**config.mk**
```make
export PLATFORM = sky130hd
export DESIGN_NAME = alu_share_arbiter_flat
export DESIGN_NICKNAME = d
export VERILOG_FILES = /design/src/rtl/alu_share_arbiter_if.sv /design/src/rtl/alu_share_arbiter.sv /design/src/flat_wrapper.sv
export SDC_FILE = /design/constraint.sdc
export NUM_CORES = 1
export LEC_CHECK = 0
export ABC_AREA = 0
export CAP_MARGIN = 10
export CORE_ASPECT_RATIO = 1.4
export CORE_MARGIN = 5
export CORE_UTILIZATION = 57
export DETAILED_ROUTE_END_ITERATION = 8
export GPL_TIMING_DRIVEN = 0
export PLACE_DENSITY = 0.85
export REMOVE_ABC_BUFFERS = 1
export SYNTH_ARGS = -nofsm -noshare
export SYNTH_HDL_FRONTEND = slang
export SYNTH_SLANG_ARGS = --single-unit
```
**constraint.sdc**
```tcl
create_clock -name clk -period 16.05 [get_ports clk]
set_input_delay 1.605 -clock clk [delete_from_list [all_inputs] [get_ports clk]]
set_output_delay 1.605 -clock clk [all_outputs]
set_load 0.03 [all_outputs]
```
**src/rtl/alu_share_arbiter_if.sv**
```systemverilog
// alu_share_arbiter_if: request/response bundle between datapath clients and the shared ALU arbiter
interface alu_share_arbiter_if #(parameter int NREQ = 2, parameter int ID_W = 1);
    logic [NREQ-1:0]   req_valid;
    logic [NREQ-1:0]   req_ready;
    logic [NREQ*8-1:0] req_a;
    logic [NREQ*8-1:0] req_b;
    logic [NREQ*4-1:0] req_sel;
    logic              rsp_valid;
    logic              rsp_ready;
    logic [7:0]        rsp_answer;
    logic              rsp_carry;
    logic [ID_W-1:0]   rsp_id;
    logic              busy;
    modport slave (input req_valid, req_a, req_b, req_sel, rsp_ready,
                   output req_ready, rsp_valid, rsp_answer, rsp_carry, rsp_id, busy);
    modport master (output req_valid, req_a, req_b, req_sel, rsp_ready,
                    input req_ready, rsp_valid, rsp_answer, rsp_carry, rsp_id, busy);
endinterface

```
**src/rtl/alu_share_arbiter.sv**
```systemverilog
// alu_share_arbiter: round-robin sharing of one alu_8bit between NREQ requesters,
// with registered operands, registered result and a single response channel.
module alu_8bit (
    input  logic [7:0] a,
    input  logic [7:0] b,
    input  logic [3:0] sel,
    output logic [7:0] answer,
    output logic       carryout
);
    logic [8:0] sum;
    assign sum = {1'b0, a} + {1'b0, b};
    // carryout always reflects a+b, independent of sel
    assign carryout = sum[8];
    always_comb begin
        case (sel)
            4'h0: answer = sum[7:0];
            4'h1: answer = a - b;
            4'h2: answer = a * b;
            4'h3: answer = b == 8'd0 ? 8'hff : a / b;
            4'h4: answer = a << 1;
            4'h5: answer = a >> 1;
            4'h6: answer = {a[6:0], a[7]};
            4'h7: answer = {a[0], a[7:1]};
            4'h8: answer = a & b;
            4'h9: answer = a | b;
            4'ha: answer = a ^ b;
            4'hb: answer = ~(a | b);
            4'hc: answer = ~(a & b);
            4'hd: answer = ~(a ^ b);
            4'he: answer = {7'd0, a > b};
            4'hf: answer = {7'd0, a == b};
        endcase
    end
endmodule

module alu_share_arbiter #(
    parameter int NREQ = 2,
    parameter int ID_W = 1
) (
    input logic clk,
    input logic rst,
    alu_share_arbiter_if.slave bus
);
    typedef enum logic [1:0] {IDLE, EXEC, RESP} state_t;
    state_t          state, state_n;
    logic [ID_W-1:0] rr_ptr, gnt, gk, gnt_id;
    logic [7:0]      op_a, op_b, answer;
    logic [3:0]      op_sel;
    logic            carry, any_req;
    assign any_req = |bus.req_valid;
    // scan downward so the candidate closest to rr_ptr is written last and wins
    always_comb begin
        gk = '0;
        gnt = '0;
        for (int j = NREQ - 1; j >= 0; j--) begin
            gk = ID_W'((int'(rr_ptr) + j) % NREQ);
            if (bus.req_valid[gk]) gnt = gk;
        end
    end
    always_comb begin
        state_n = state == IDLE ? (any_req ? EXEC : IDLE) :
                  state == EXEC ? RESP : (bus.rsp_ready ? IDLE : RESP);
        bus.req_ready = (state == IDLE && any_req && !rst) ? NREQ'(1) << gnt : '0;
    end
    assign bus.rsp_valid = state == RESP;
    assign bus.busy = state != IDLE;
    alu_8bit u_alu (.a(op_a), .b(op_b), .sel(op_sel), .answer(answer), .carryout(carry));
    always_ff @(posedge clk) begin
        if (rst) begin
            state <= IDLE;
            rr_ptr <= '0;
            gnt_id <= '0;
            op_a <= '0;
            op_b <= '0;
            op_sel <= '0;
            bus.rsp_answer <= '0;
            bus.rsp_carry <= 1'b0;
            bus.rsp_id <= '0;
        end else begin
            state <= state_n;
            if (state == IDLE && any_req) begin
                op_a <= bus.req_a[{gnt, 3'b000} +: 8];
                op_b <= bus.req_b[{gnt, 3'b000} +: 8];
                op_sel <= bus.req_sel[{gnt, 2'b00} +: 4];
                gnt_id <= gnt;
            end
            if (state == EXEC) begin
                bus.rsp_answer <= answer;
                bus.rsp_carry <= carry;
                bus.rsp_id <= gnt_id;
            end
            if (state == RESP && bus.rsp_ready)
                rr_ptr <= gnt_id == ID_W'(NREQ - 1) ? '0 : gnt_id + 1'b1;
        end
    end
endmodule
```
**src/flat_wrapper.sv**
```systemverilog
// flat-port wrapper written by rule: the top's interface ports become plain ports
module alu_share_arbiter_flat 
#(
    parameter int NREQ = 2,
    parameter int ID_W = 1
)
  (clk, rst, bus_req_valid, bus_req_a, bus_req_b, bus_req_sel, bus_rsp_ready, bus_req_ready, bus_rsp_valid, bus_rsp_answer, bus_rsp_carry, bus_rsp_id, bus_busy);
  alu_share_arbiter_if #(.NREQ(NREQ), .ID_W(ID_W)) bus_i ();
  input logic clk;
  input logic rst;
  input wire logic [$bits(bus_i.req_valid)-1:0] bus_req_valid;
  input wire logic [$bits(bus_i.req_a)-1:0] bus_req_a;
  input wire logic [$bits(bus_i.req_b)-1:0] bus_req_b;
  input wire logic [$bits(bus_i.req_sel)-1:0] bus_req_sel;
  input wire logic [$bits(bus_i.rsp_ready)-1:0] bus_rsp_ready;
  output wire logic [$bits(bus_i.req_ready)-1:0] bus_req_ready;
  output wire logic [$bits(bus_i.rsp_valid)-1:0] bus_rsp_valid;
  output wire logic [$bits(bus_i.rsp_answer)-1:0] bus_rsp_answer;
  output wire logic [$bits(bus_i.rsp_carry)-1:0] bus_rsp_carry;
  output wire logic [$bits(bus_i.rsp_id)-1:0] bus_rsp_id;
  output wire logic [$bits(bus_i.busy)-1:0] bus_busy;
  assign bus_i.req_valid = bus_req_valid;
  assign bus_i.req_a = bus_req_a;
  assign bus_i.req_b = bus_req_b;
  assign bus_i.req_sel = bus_req_sel;
  assign bus_i.rsp_ready = bus_rsp_ready;
  assign bus_req_ready = bus_i.req_ready;
  assign bus_rsp_valid = bus_i.rsp_valid;
  assign bus_rsp_answer = bus_i.rsp_answer;
  assign bus_rsp_carry = bus_i.rsp_carry;
  assign bus_rsp_id = bus_i.rsp_id;
  assign bus_busy = bus_i.busy;
  alu_share_arbiter #(.NREQ(NREQ), .ID_W(ID_W)) u_core (.clk(clk), .rst(rst), .bus(bus_i));
endmodule
```
==> summary.md <==
| Metric | Value |
|---|---|
| Longest Clk Path Bufs | 2 |
| # rows | between 40 and 50 |
| GRT overflow | 0 |
| Avg Cell Area, Syn | approximately 7.6 µm² |
| Grt met3 use | around 3.0% |
| Initial cell density of the core | approximately three fifths |
| CTS tree | done |
| Busiest grt layer | met2 |
| Outcome | complete, no violations |
| Synthesized instance count | just over 700 |
| Register bit total from synthesis | 34 |
| Ys Warns | 0 |
| Post-CTS Hold Fix Bufs | 0 |
| Worst min path class | reg -> reg |
| Die Span X | a little over 90 µm |
| Tightest Pin Transition | between 1000 and 1500 ps |
| Reg2reg start | u_core.op_b[0] |
| Startpoint types | flip-flop |
| Comb power frac | roughly 80% |
| Slew Viols, Final | 0 |
| Slew HR | roughly 17% |
| Crit path max fanout | 13 |
| Worst setup EP type | flip-flop |
| Most used DFF post-synth | dfxtp_1 |
| Setup violators final | 0 |
| RR Endpoint | u_core.bus.rsp_answer[0] |
| Final nets | 894 |
| Via density | 6.52 |
| Initial antenna violation count | 0 |
| I/O pins | 59 |
| Netlist Area Pre-Place | around 5500 µm² |
| Share of layout cells above drive strength 1 | under 10% |
| Flop pwr share | around 10% |
| Crit path time final | about 13000 ps |
| Distinct cells, synth | 72 |
| Leakage | roughly 2.7 nW |
| Post-synthesis sequential area ratio | about an eighth |
| First-pass DRT Iterations | 5 |
| Period Utilization, post-route | between 80 and 90% |
| CTS sink count | 34 |
| HPWL Detailed | 13500 µm |
| Clock Power Share | a little over 8% |
| Most used cell, CP | ha_1 |
| Pwr/cell area | roughly 200 nW/µm² |
| Final Hold Viols | 0 |
| Worst-case vdd ir drop | 0.000311 V |
| Placed Area | 6100 µm² |
| Fin Setup TNS | 0 ps |
| Post-CTS Setup Bufs | 0 |
| Crit Path Category | reg -> reg |
| Number of port buffers | 58 |
| Clock skew | around 11 ps |
| Core Area | 9460 µm² |
| Area growth, synth to finish | 14.4% |
| GPL Wtd Cong | around 1.0 |
| Clock transition at the registers of the reported paths | approximately 60 ps |
| WL/cell | approximately 20 µm |
| GRT Total Usage | approximately 29% |
| Max_cap viols | 0 |
| Largest net degree at the start of global routing | 36 |
| Worst Path Required | roughly 16000 ps |
| Antenna Nets Post-Route | 0 |
| 1st-iter DRT viols | around 400 |
| CTS Buf Count | 5 |
| Fin util | about two thirds |
| Switching Share | between 50% and 60% |
| Worst Hold Path Cells | 2 |
| RSZ-0062 raised after global routing | no |
| Vias in the first global route | around 5800 |
| Via count of the routed design | between 5000 and 6000 |
| Final wirelength | between 15000 and 20000 µm |
| Post-synth EDFFs | 0 |
| Async SR Flop Fraction | 0% |
| Die area | about 12000 µm² |
| Internal power | 614 µW |
| R2R depth | 46 |
| Fmax | between 0.07 and 0.08 GHz |
| Net Sw Power | about 630 µW |
| Global-route wire length before repair | about 28000 µm |
| Post-CTS resize count | 0 |
| Design Power | around 1.2 mW |
| Root Buffer | clkbuf_16 |
| Slowest-stage cell, CP | o211ai_1 |
| # diodes | 0 |
| Crit path largest cell delay | approximately 860 ps |
| Fin area | 6290 µm² |
| M1 GR Usage | 33.4% |
| Clk Latency, worst-skew pair | between 200 and 300 ps |
| WP data arrival | 13220 ps |
| R2R setup slack | slightly below 3000 ps |
| Met2 usage | a little over half |
| Level count of the clock H-tree | 2 |
| Hold endpoint | u_core.bus.rsp_answer[3] |
| DRC | 0 |
| DIE HEIGHT | roughly 130 µm |
| Hold path start | u_core.bus.rsp_answer[3] |
through the flow:
step           hold slack, ps  setup slack, ps  instances
2_1_floorplan             435             5090        687
3_3_place_gp              443             3230        855
3_5_place_dp              449             2760        857
4_1_cts                   457             2770        865
5_1_grt                   481             2250        867
6_report                  456             2980        867
layout by cell type (no fill, tap or decap), drive strengths merged, types with 5 or more instances in the layout:
cell type,Yosys,layout
ha,79,79
a21oi,42,42
nor2,80,80
mux2i,32,32
clkdlybuf4s50,0,58
o22ai,6,6
xor2,12,12
inv,65,65
a211oi,31,31
clkbuf,32,6
mux2,9,9
dfxtp,34,34
nor3,17,17
nand2,52,52
nor2b,15,15
or3,6,6
fa,14,14
o21a,9,9
xnor2,30,30
nand2b,9,9
nand3,10,10
nor4,5,5
a31oi,8,8
a21o,7,7
o21ai,40,40
worst max path at each step:
stage / startpoint / endpoint / slack (ps)
2_1_floorplan: u_core.op_b[4] / u_core.bus.rsp_answer[0] / 5090
5_1_grt: u_core.op_b[4] / u_core.bus.rsp_answer[0] / 2250
3_3_place_gp: u_core.op_b[0] / u_core.bus.rsp_answer[0] / 3230
6_report: u_core.op_b[0] / u_core.bus.rsp_answer[0] / 2980
3_5_place_dp: u_core.op_b[0] / u_core.bus.rsp_answer[0] / 2760
4_1_cts: u_core.op_b[0] / u_core.bus.rsp_answer[0] / 2770
cell usage after synthesis (17+ instances only):
cell | n | area share, %
nor2_1 | 80 | 5.5
a21oi_1 | 41 | 3.7
clkbuf_1 | 32 | 2.2
mux2i_1 | 31 | 5.6
ha_1 | 79 | 18
inv_1 | 64 | 4.4
nand2_1 | 52 | 3.6
xnor2_1 | 30 | 4.8
a211oi_1 | 31 | 4.2
nor3_1 | 17 | 1.5
o21ai_0 | 38 | 3.5
dfxtp_1 | 34 | 12
sequential cells by signal (all words and copies together) (netlist names):
signal and count:
u_core.state 2, u_core.op_sel 4, u_core.gnt_id 1, u_core.rr_ptr 1, u_core.bus.rsp_answer 8, u_core.bus.rsp_carry 1
u_core.bus.rsp_id 1, u_core.op_b 8, u_core.op_a 8
metal layers:
layer / up-vias / routed length [µm]
met1: 2690 / 6540
met4: 0 / 966
li1: 2646 / -
met5: - / 0
met2: 256 / 8840
met3: 65 / 994
layout make-up:
| class | instances | area (µm²) |
|---|---|---|
| inverters | 67 | 251 |
| repair buffers | 62 | 643 |
| well taps | 110 | 138 |
| flip-flops and latches | 34 | 681 |
| fillers | 814 | 3170 |
| clock inverters | 2 | 12.5 |
| multi-input cells | 586 | 4420 |
| clock buffers | 6 | 139 |
power groups by stage:
stage / clock [mW] / sequential, mW / combinational [mW]
global placement: 0 / 0.128 / 0.936
global route: 0.104 / 0.130 / 1.12
CTS: 0.100 / 0.126 / 0.990
floorplan: 0 / 0.121 / 0.761
detailed placement: 0 / 0.128 / 0.983
finish: 0.0999 / 0.128 / 1.01
cell families after synthesis:
logic type | Yosys count | synth area share [%]
flip-flops | 34 | 12.4
adder cells (fa/ha/maj) | 93 | 23.1
buffers and inverters | 105 | 7.24
AO/OA/AOI/OAI | 198 | 24.6
XOR/XNOR | 42 | 6.69
multiplexers | 41 | 7.74
AND/OR/NAND/NOR | 212 | 18.2
critical path, delay by kind of cell, from the launching register on:
family | cells | cell delay [ps]
fa+ha+maj | 8 | 2660
flops | 1 | 660
mux | 2 | 790
simple gates | 7 | 1970
buf+inv | 3 | 770
compound gates | 26 | 6090
No activity file was read; power rests on OpenSTA's default activity.
